[src/rtl/psum_accumulator_if.sv]
// Product-in / partial-sum-out bundle between one PE and its accumulator.
// o_sat only exists when PSUM_SATURATE_EN is defined.
interface psum_accumulator_if #(
  parameter int IN_W  = 19,
  parameter int ACC_W = 24,
  parameter int CNT_W = 4
);
  logic             i_valid;
  logic             o_ready;
  logic [IN_W-1:0]  i_calculated;
  logic             i_skip;
  logic             i_flush;
  logic             o_valid;
  logic             i_ready;
  logic [ACC_W-1:0] o_psum;
  logic [CNT_W-1:0] o_skip_cnt;
  logic [CNT_W-1:0] o_beats;
`ifdef PSUM_SATURATE_EN
  logic             o_sat;

  modport slave (
    input  i_valid, i_calculated, i_skip, i_flush, i_ready,
    output o_ready, o_valid, o_psum, o_skip_cnt, o_beats, o_sat
  );
  modport master (
    output i_valid, i_calculated, i_skip, i_flush, i_ready,
    input  o_ready, o_valid, o_psum, o_skip_cnt, o_beats, o_sat
  );
`else
  modport slave (
    input  i_valid, i_calculated, i_skip, i_flush, i_ready,
    output o_ready, o_valid, o_psum, o_skip_cnt, o_beats
  );
  modport master (
    output i_valid, i_calculated, i_skip, i_flush, i_ready,
    input  o_ready, o_valid, o_psum, o_skip_cnt, o_beats
  );
`endif
endinterface

[src/rtl/psum_accumulator.sv]
// Sums KERNEL_LEN PE products per window into a one-deep valid/ready result register.
// Define PSUM_SATURATE_EN for saturating adds and the sticky o_sat flag.
module psum_accumulator #(
  parameter int IN_W       = 19,
  parameter int ACC_W      = 24,
  parameter int KERNEL_LEN = 9,
  parameter int CNT_W      = $clog2(KERNEL_LEN + 1)
) (
  input  logic clk,
  input  logic rst,
  psum_accumulator_if.slave bus
);
  localparam logic [CNT_W-1:0] LAST_BEAT = CNT_W'(KERNEL_LEN - 1);

  logic signed [ACC_W-1:0] acc_q, acc_d, operand, sum;
  logic [CNT_W-1:0]        cnt_q, cnt_d, skip_q, skip_d, skip_inc;
  logic                    close_pend, acc_fire, close;
  logic                    vld_q;
  logic [ACC_W-1:0]        psum_q;
  logic [CNT_W-1:0]        oskip_q, beats_q;

  assign close_pend  = (cnt_q == LAST_BEAT) | bus.i_flush;
  assign bus.o_ready = !(close_pend & vld_q & !bus.i_ready);
  assign acc_fire    = bus.i_valid & bus.o_ready;
  assign close       = acc_fire & close_pend;

  assign operand  = bus.i_skip ? '0 : ACC_W'($signed(bus.i_calculated));
  assign skip_inc = CNT_W'(bus.i_skip);

`ifdef PSUM_SATURATE_EN
  localparam logic signed [ACC_W-1:0] SAT_MAX = {1'b0, {(ACC_W-1){1'b1}}};
  localparam logic signed [ACC_W-1:0] SAT_MIN = {1'b1, {(ACC_W-1){1'b0}}};
  logic signed [ACC_W-1:0] raw;
  logic                    clip, sat_q, sat_d, osat_q;

  // Overflow only possible when both addends share a sign the result lacks.
  assign raw  = acc_q + operand;
  assign clip = (acc_q[ACC_W-1] == operand[ACC_W-1]) && (raw[ACC_W-1] != acc_q[ACC_W-1]);
  assign sum  = clip ? (acc_q[ACC_W-1] ? SAT_MIN : SAT_MAX) : raw;
  assign bus.o_sat = osat_q;
`else
  assign sum = acc_q + operand;
`endif

  always_comb begin
    acc_d  = acc_q;
    cnt_d  = cnt_q;
    skip_d = skip_q;
`ifdef PSUM_SATURATE_EN
    sat_d  = sat_q;
`endif
    if (close) begin
      acc_d  = '0;
      cnt_d  = '0;
      skip_d = '0;
`ifdef PSUM_SATURATE_EN
      sat_d  = 1'b0;
`endif
    end else if (acc_fire) begin
      acc_d  = sum;
      cnt_d  = cnt_q + CNT_W'(1);
      skip_d = skip_q + skip_inc;
`ifdef PSUM_SATURATE_EN
      sat_d  = sat_q | clip;
`endif
    end
  end

  always_ff @(posedge clk) begin
    if (!rst) begin
      acc_q   <= '0;
      cnt_q   <= '0;
      skip_q  <= '0;
      vld_q   <= 1'b0;
      psum_q  <= '0;
      oskip_q <= '0;
      beats_q <= '0;
`ifdef PSUM_SATURATE_EN
      sat_q   <= 1'b0;
      osat_q  <= 1'b0;
`endif
    end else begin
      acc_q  <= acc_d;
      cnt_q  <= cnt_d;
      skip_q <= skip_d;
      // A closing beat reloads the result even on the edge the old one drains.
      if (close) begin
        vld_q   <= 1'b1;
        psum_q  <= sum;
        oskip_q <= skip_q + skip_inc;
        beats_q <= cnt_q + CNT_W'(1);
`ifdef PSUM_SATURATE_EN
        osat_q  <= sat_q | clip;
`endif
      end else if (bus.i_ready) begin
        vld_q <= 1'b0;
      end
    end
  end

  assign bus.o_valid    = vld_q;
  assign bus.o_psum     = psum_q;
  assign bus.o_skip_cnt = oskip_q;
  assign bus.o_beats    = beats_q;
endmodule
[src/flat_wrapper.sv]
// flat-port wrapper written by rule: the top's interface ports become plain ports
module psum_accumulator_flat 
#(
  parameter int IN_W       = 19,
  parameter int ACC_W      = 24,
  parameter int KERNEL_LEN = 9,
  parameter int CNT_W      = $clog2(KERNEL_LEN + 1)
)
  (clk, rst, bus_i_valid, bus_i_calculated, bus_i_skip, bus_i_flush, bus_i_ready, bus_o_ready, bus_o_valid, bus_o_psum, bus_o_skip_cnt, bus_o_beats);
  psum_accumulator_if #(.IN_W(IN_W), .ACC_W(ACC_W), .CNT_W(CNT_W)) bus_i ();
  input  logic clk;
  input  logic rst;
  input wire logic [$bits(bus_i.i_valid)-1:0] bus_i_valid;
  input wire logic [$bits(bus_i.i_calculated)-1:0] bus_i_calculated;
  input wire logic [$bits(bus_i.i_skip)-1:0] bus_i_skip;
  input wire logic [$bits(bus_i.i_flush)-1:0] bus_i_flush;
  input wire logic [$bits(bus_i.i_ready)-1:0] bus_i_ready;
  output wire logic [$bits(bus_i.o_ready)-1:0] bus_o_ready;
  output wire logic [$bits(bus_i.o_valid)-1:0] bus_o_valid;
  output wire logic [$bits(bus_i.o_psum)-1:0] bus_o_psum;
  output wire logic [$bits(bus_i.o_skip_cnt)-1:0] bus_o_skip_cnt;
  output wire logic [$bits(bus_i.o_beats)-1:0] bus_o_beats;
  assign bus_i.i_valid = bus_i_valid;
  assign bus_i.i_calculated = bus_i_calculated;
  assign bus_i.i_skip = bus_i_skip;
  assign bus_i.i_flush = bus_i_flush;
  assign bus_i.i_ready = bus_i_ready;
  assign bus_o_ready = bus_i.o_ready;
  assign bus_o_valid = bus_i.o_valid;
  assign bus_o_psum = bus_i.o_psum;
  assign bus_o_skip_cnt = bus_i.o_skip_cnt;
  assign bus_o_beats = bus_i.o_beats;
  psum_accumulator #(.IN_W(IN_W), .ACC_W(ACC_W), .KERNEL_LEN(KERNEL_LEN), .CNT_W(CNT_W)) u_core (.clk(clk), .rst(rst), .bus(bus_i));
endmodule
[config.mk]
export PLATFORM = sky130hd
export DESIGN_NAME = psum_accumulator_flat
export DESIGN_NICKNAME = d
export VERILOG_FILES = /design/src/rtl/psum_accumulator_if.sv /design/src/rtl/psum_accumulator.sv /design/src/flat_wrapper.sv
export SDC_FILE = /design/constraint.sdc
export NUM_CORES = 1
export LEC_CHECK = 0
export BUFFER_PORTS_ARGS = -buffer_cell sky130_fd_sc_hd__buf_2
export CAP_MARGIN = 10
export CORE_UTILIZATION = 60
export DETAILED_ROUTE_END_ITERATION = 12
export PLACE_DENSITY = 0.83
export SLEW_MARGIN = 20
export SYNTH_ARGS = -nofsm -noshare
export SYNTH_HDL_FRONTEND = slang
export SYNTH_SLANG_ARGS = --single-unit
[constraint.sdc]
create_clock -name clk -period 4.16 [get_ports clk]
set_input_delay 0.416 -clock clk [delete_from_list [all_inputs] [get_ports clk]]
set_output_delay 0.416 -clock clk [all_outputs]
set_load 0.02 [all_outputs]
=== Word-level counts from Yosys, hierarchy flattened ===
Cells that the tools add are included.

* Equal/unequal tests: 1
* Bitwise operators: 6
* Muxes and demuxes: 3
* Add/sub/neg operators: 3
* Reductions and logical operators: 4

{| class="wikitable"
|+ Operators with widths
! kind !! count
|-
| $add A24 B24 Y24 || 1
|-
| $mux W24 || 1
|-
| $add A4 B1 Y4 || 1
|-
| $add A4 B1 Y4 const B || 1
|-
| $and A1 B1 Y1 || 4
|-
| $eq A4 B4 Y1 const B || 1
|-
| $logic_not A1 Y1 || 2
|-
| $mux W1 || 2
|-
| $reduce_bool A2 Y1 || 1
|-
| $reduce_or A2 Y1 || 1
|-
| $not A1 Y1 || 1
|-
| $or A1 B1 Y1 || 1
|}

* Output and inout port bits: 34
* Flip-flop bits (word level): 65
* Input bits: 25

=== Longest topological paths before layout ===
* Word-level depth: 8
* Gate-level depth with buffers: 12
* Gate-level depth less buffers: 10

=== Worst setup path after synthesis ===
OpenSTA, ideal clock, no wires.

* Path type: input to register
* Start point: input port bus_i_skip
* End point: register u_core.psum_q[22], in the netlist u_core.bus.o_psum[22]
* Cell stages on the path: 11
* Data required time: 4040 ps
* Library setup time: 120 ps
* Arrival: 2518 ps
* Setup slack: 1522 ps
* Cell sequence: clkbuf_1 > nor2b_1 > ha_1 > buf_6 > a211o_1 > a21oi_4 > nand2_1 > a221oi_2 > or2_2 > a31oi_1 > a211o_1

* Cells in the longest elaborated chain, start to end: 2

{| class="wikitable"
|+ Ends and longest elaborated chain
! what !! RTL line !! RTL
|-
| start, declared || flat_wrapper.sv:15 || <nowiki>input wire logic [$bits(bus_i.i_skip)-1:0] bus_i_skip;</nowiki>
|-
| $mux W24 || psum_accumulator.sv:27 || <nowiki>assign operand = bus.i_skip ? '0 : ACC_W'($signed(bus.i_calculated));</nowiki>
|-
| $add A24 B24 Y24 || psum_accumulator.sv:42 || <nowiki>assign sum = acc_q + operand;</nowiki>
|-
| end signal, assigned || psum_accumulator.sv:89 || <nowiki>psum_q <= sum;</nowiki>
|-
| end, declared || psum_accumulator.sv:19 || <nowiki>logic [ACC_W-1:0] psum_q;</nowiki>
|}

No other way between the ends.
A chain may end at the register's enable or synchronous reset.

=== Final worst setup path ===
* Start point: input port bus_i_skip
* End point: register u_core.acc_q[18]

* Cells in the longest elaborated chain, start to end: 2

{| class="wikitable"
|+ Ends and longest elaborated chain
! what !! RTL line !! RTL
|-
| $mux W24 || psum_accumulator.sv:27 ||
|-
| $add A24 B24 Y24 || psum_accumulator.sv:42 ||
|-
| end signal, assigned || psum_accumulator.sv:71 || <nowiki>acc_q <= '0;</nowiki>
|-
| end signal, assigned || psum_accumulator.sv:83 || <nowiki>acc_q <= acc_d;</nowiki>
|-
| end, declared || psum_accumulator.sv:15 || <nowiki>logic signed [ACC_W-1:0] acc_q, acc_d, operand, sum;</nowiki>
|}

No other way between the ends.

==> flow_summary_export.csv <==
group,metric,value,unit
critical_path,cp.buffers_inverters,1,
logic_synthesis,async_flop_share,0,%
critical_path,start_kind,"primary input",
critical_path,worstPathRequired,4.47,ns
sta,rsz0062_at_grt,"false",
final_layout,instances_no_fill,598,
floorplan,rows,29,
sta,fmax,0.338,GHz
placement,postPlaceCellArea,0.00425,mm^2
floorplan,io_pins,59,
power_and_ir_drop,power-per-cell-area,344,mW/mm^2
clocking,cts_root_buf,"clkbuf_8",
clocking,cts_hold_buf,0,
sta,fin_ws,1.20,ns
logic_synthesis,yosysSeqAreaShare,32.8,%
global_route,grt_antenna_before_repair,0,
floorplan,fp.coreArea,0.00635,mm^2
logic_synthesis,synth_cell_types,65,
detailed_routing,vias,3623,
final_layout,finalNetCount,569,
logic_synthesis,synth_top_area_cell,"dfxtp_1",
placement,finalWeightedCongestion,0.886,
critical_path,cpPeakStageDelay,0.43,ns
clocking,cts_max_level,3,
detailed_routing,drt_pre_antenna_iters,5,
floorplan,die-area,0.00694,mm^2
clocking,cts_tree,"yes",
sta,fin_crit_sh,71.2,%
final_layout,stdcell_area,0.00447,mm^2
sta,period_minus_slack,2.96,ns
critical_path,reg2regPathDepth,9,
global_route,grt_max_degree,29,
clocking,cts_sinks,65,
floorplan,die_height,83.3,um
critical_path,worstPathArrival,3.27,ns
clocking,clk_path_buf_depth,2,
placement,dp_cells,582,
detailed_routing,wire_per_inst,15.7,um
detailed_routing,ant_nets,0,
logic_synthesis,synth_fp_nets,520,
logic_synthesis,synth_top_flop_cell,"dfxtp_1",
logic_synthesis,synth_commonest_cells,"nand2_1 (79), dfxtp_1 (65), a21oi_1 (32)",
critical_path,cp_common_cell,"a21oi_1",
clocking,clk_latency,0.36,ns
logic_synthesis,synthesis.area,0.00397,mm^2
sta,slew_violations,0,
clocking,cts.clk_slew.worst_paths,0.07,ns
global_route,grt_overflow_total,0,
clocking,post-cts-setup-buffers,0,
floorplan,die_w,83.3,um
placement,place_ws,0.865,ns
logic_synthesis,yosys_warnings,0,
sta,timing.slew.headroom,55.5,%
sta,fin_tns_setup,0,ns
critical_path,crit_slowest_cell,"fa_1",
critical_path,crit_cells,11,
global_route,globalRouteTotalUtil,28.1,%
logic_synthesis,synth_top_area_share,32.8,%
global_route,grt_pass1_wl,15.8,mm
detailed_routing,drt_wl_total,9.42,mm
logic_synthesis,synthTopCellsByArea,"dfxtp_1 (33%), ha_1 (8.5%), nand2_1 (7.5%)",
logic_synthesis,avgSynthCellArea,8.49,um^2
sta,skew,0.00847,ns
logic_synthesis,synth_edf_count,0,
global_route,grt_pass1_vias,3491,
detailed_routing,drcViolationCount,0,
logic_synthesis,synth_most_common_cell,"nand2_1",
flow_run,maxCapViolations,0,
worst_hold_path,holdPathStages,2,
critical_path,cp_max_fo,20,
final_layout,seq_area,0.00130,mm^2
detailed_routing,drt_iter0_drc,260,
final_layout,multi_input_area,0.00250,mm^2
placement,dp_hpwl,6.64,mm
clocking,cts_made_buffers,9,
critical_path,critical-path-top-delay-family,"compound AO/OA/AOI/OAI gates",
power_and_ir_drop,leakagePower,2.02,nW
placement,portBuffers,58,
final_layout,fin_util,70.4,%
final_layout,drive_gt1_share,19.6,%
floorplan,initial_core_util,62.4,%
power_and_ir_drop,vdd_drop_max,0.217,mV
sta,finalSetupViolations,0,
logic_synthesis,ys_seq_elements,65,
critical_path,endpoint_kind,"flop",
logic_synthesis,synth_cells,467,
worst_hold_path,min_path_type,"reg -> reg",
critical_path,crit_type,"in -> reg",
sta,hold_viol,0,
final_layout,area_delta_synth_final,12.8,%
sta,worstMarginPinSlew,0.667,ns
critical_path,worstPathCellList,"buf_2, nor2b_1, ha_1, fa_1, a21oi_1, o21ai_0, a21oi_1, o21ai_2, a31oi_4, mux2_2, nand2_1",
outcome,status,"finished clean",
final_layout,n_antenna_cell,0,
final_layout,nFillCells,528,
clocking,cts_resized,0,
detailed_routing,avgViaCountPerCell,6.06,
==> path summary, 6_finish.rpt <==
| check | endpoint | slack [ns] | start |
|---|---|---|---|
| setup / recovery | u_core.acc_q[18]$_SDFFE_PP0N_ | 1.20 | bus_i_skip |
| hold / removal | u_core.bus.o_psum[14]$_SDFFE_PN0P_ | 0.45 | u_core.bus.o_psum[14]$_SDFFE_PN0P_ |
| setup reg to reg | u_core.acc_q[18]$_SDFFE_PP0N_ | 1.44 | u_core.acc_q[0]$_SDFFE_PP0N_ |
| hold reg to reg | u_core.bus.o_psum[14]$_SDFFE_PN0P_ | 0.45 | u_core.bus.o_psum[14]$_SDFFE_PN0P_ |
==> placed cells by master, fill, tap and decap left out, drive strengths merged, types with 14 or more instances in the layout <==
| cell type | netlist | layout |
|---|---|---|
| a21oi | 37 | 37 |
| dfxtp | 65 | 65 |
| nand2 | 80 | 80 |
| nand3 | 16 | 16 |
| buf | 14 | 63 |
| o21ai | 17 | 17 |
| ha | 27 | 27 |
| a22o | 14 | 14 |
| nor2b | 19 | 19 |
| xnor2 | 16 | 16 |
| nor2 | 21 | 21 |
==> registers in the layout, indices dropped and copies added, names as in the netlist <==
signal and cells:
u_core.acc_q 24, u_core.skip_q 4, u_core.bus.o_beats 4, u_core.cnt_q 4
u_core.bus.o_valid 1, u_core.bus.o_psum 24, u_core.bus.o_skip_cnt 4
==> logic make-up (layout without fill, tap and decap cells) <==
kind of cell | Yosys count | in the layout | share of synthesized area, %
and+or+nand+nor | 178 | 178 | 21.8
AOI/OAI and AO/OA | 132 | 132 | 25.2
DFF | 65 | 65 | 32.8
buffers and inverters | 33 | 87 | 4.17
adders and majority gates | 28 | 28 | 9.02
xor gates and xnor gates | 28 | 28 | 6.18
muxes | 3 | 3 | 0.789
==> report_power, final <==
part	switching [mW]	leakage [nW]	internal [mW]
Clock	0.266	0.0991	0.339
Sequential	0.0185	0.529	0.652
Combinational	0.165	1.39	0.0993
Total	0.450	2.02	1.09
==> worst min-delay path, stage by stage (launching register included) <==
cell and delay, ns:
dfxtp_1 0.32, nand2_1 0.04, o21ai_0 0.05
==> metrics by stage <==
stage	hold WS [ns]	total power, mW
final	0.448	1.54
after global routing	0.473	1.60
after detailed placement	0.439	0.946
after CTS	0.454	1.54
after floorplan	0.431	0.878
after global placement	0.435	0.937
==> metal layers <==
layer	track usage (%)	routed length, um	vias to the layer above
met3	5.17	499	21
met5	0	0	-
met4	13.8	202	0
met2	46.6	4510	119
met1	34.9	4210	1707
li1	-	-	1776
==> final cells by class <==
class	count	area share, %
Sequential cell	65	29.1
Multi-Input combinational cell	369	55.9
Timing Repair Buffer	63	7.33
Clock inverter	6	2.04
Tap cell	77	2.15
Clock buffer	10	2.85
Inverter	8	0.671
Power figures use the tool's default switching activity.
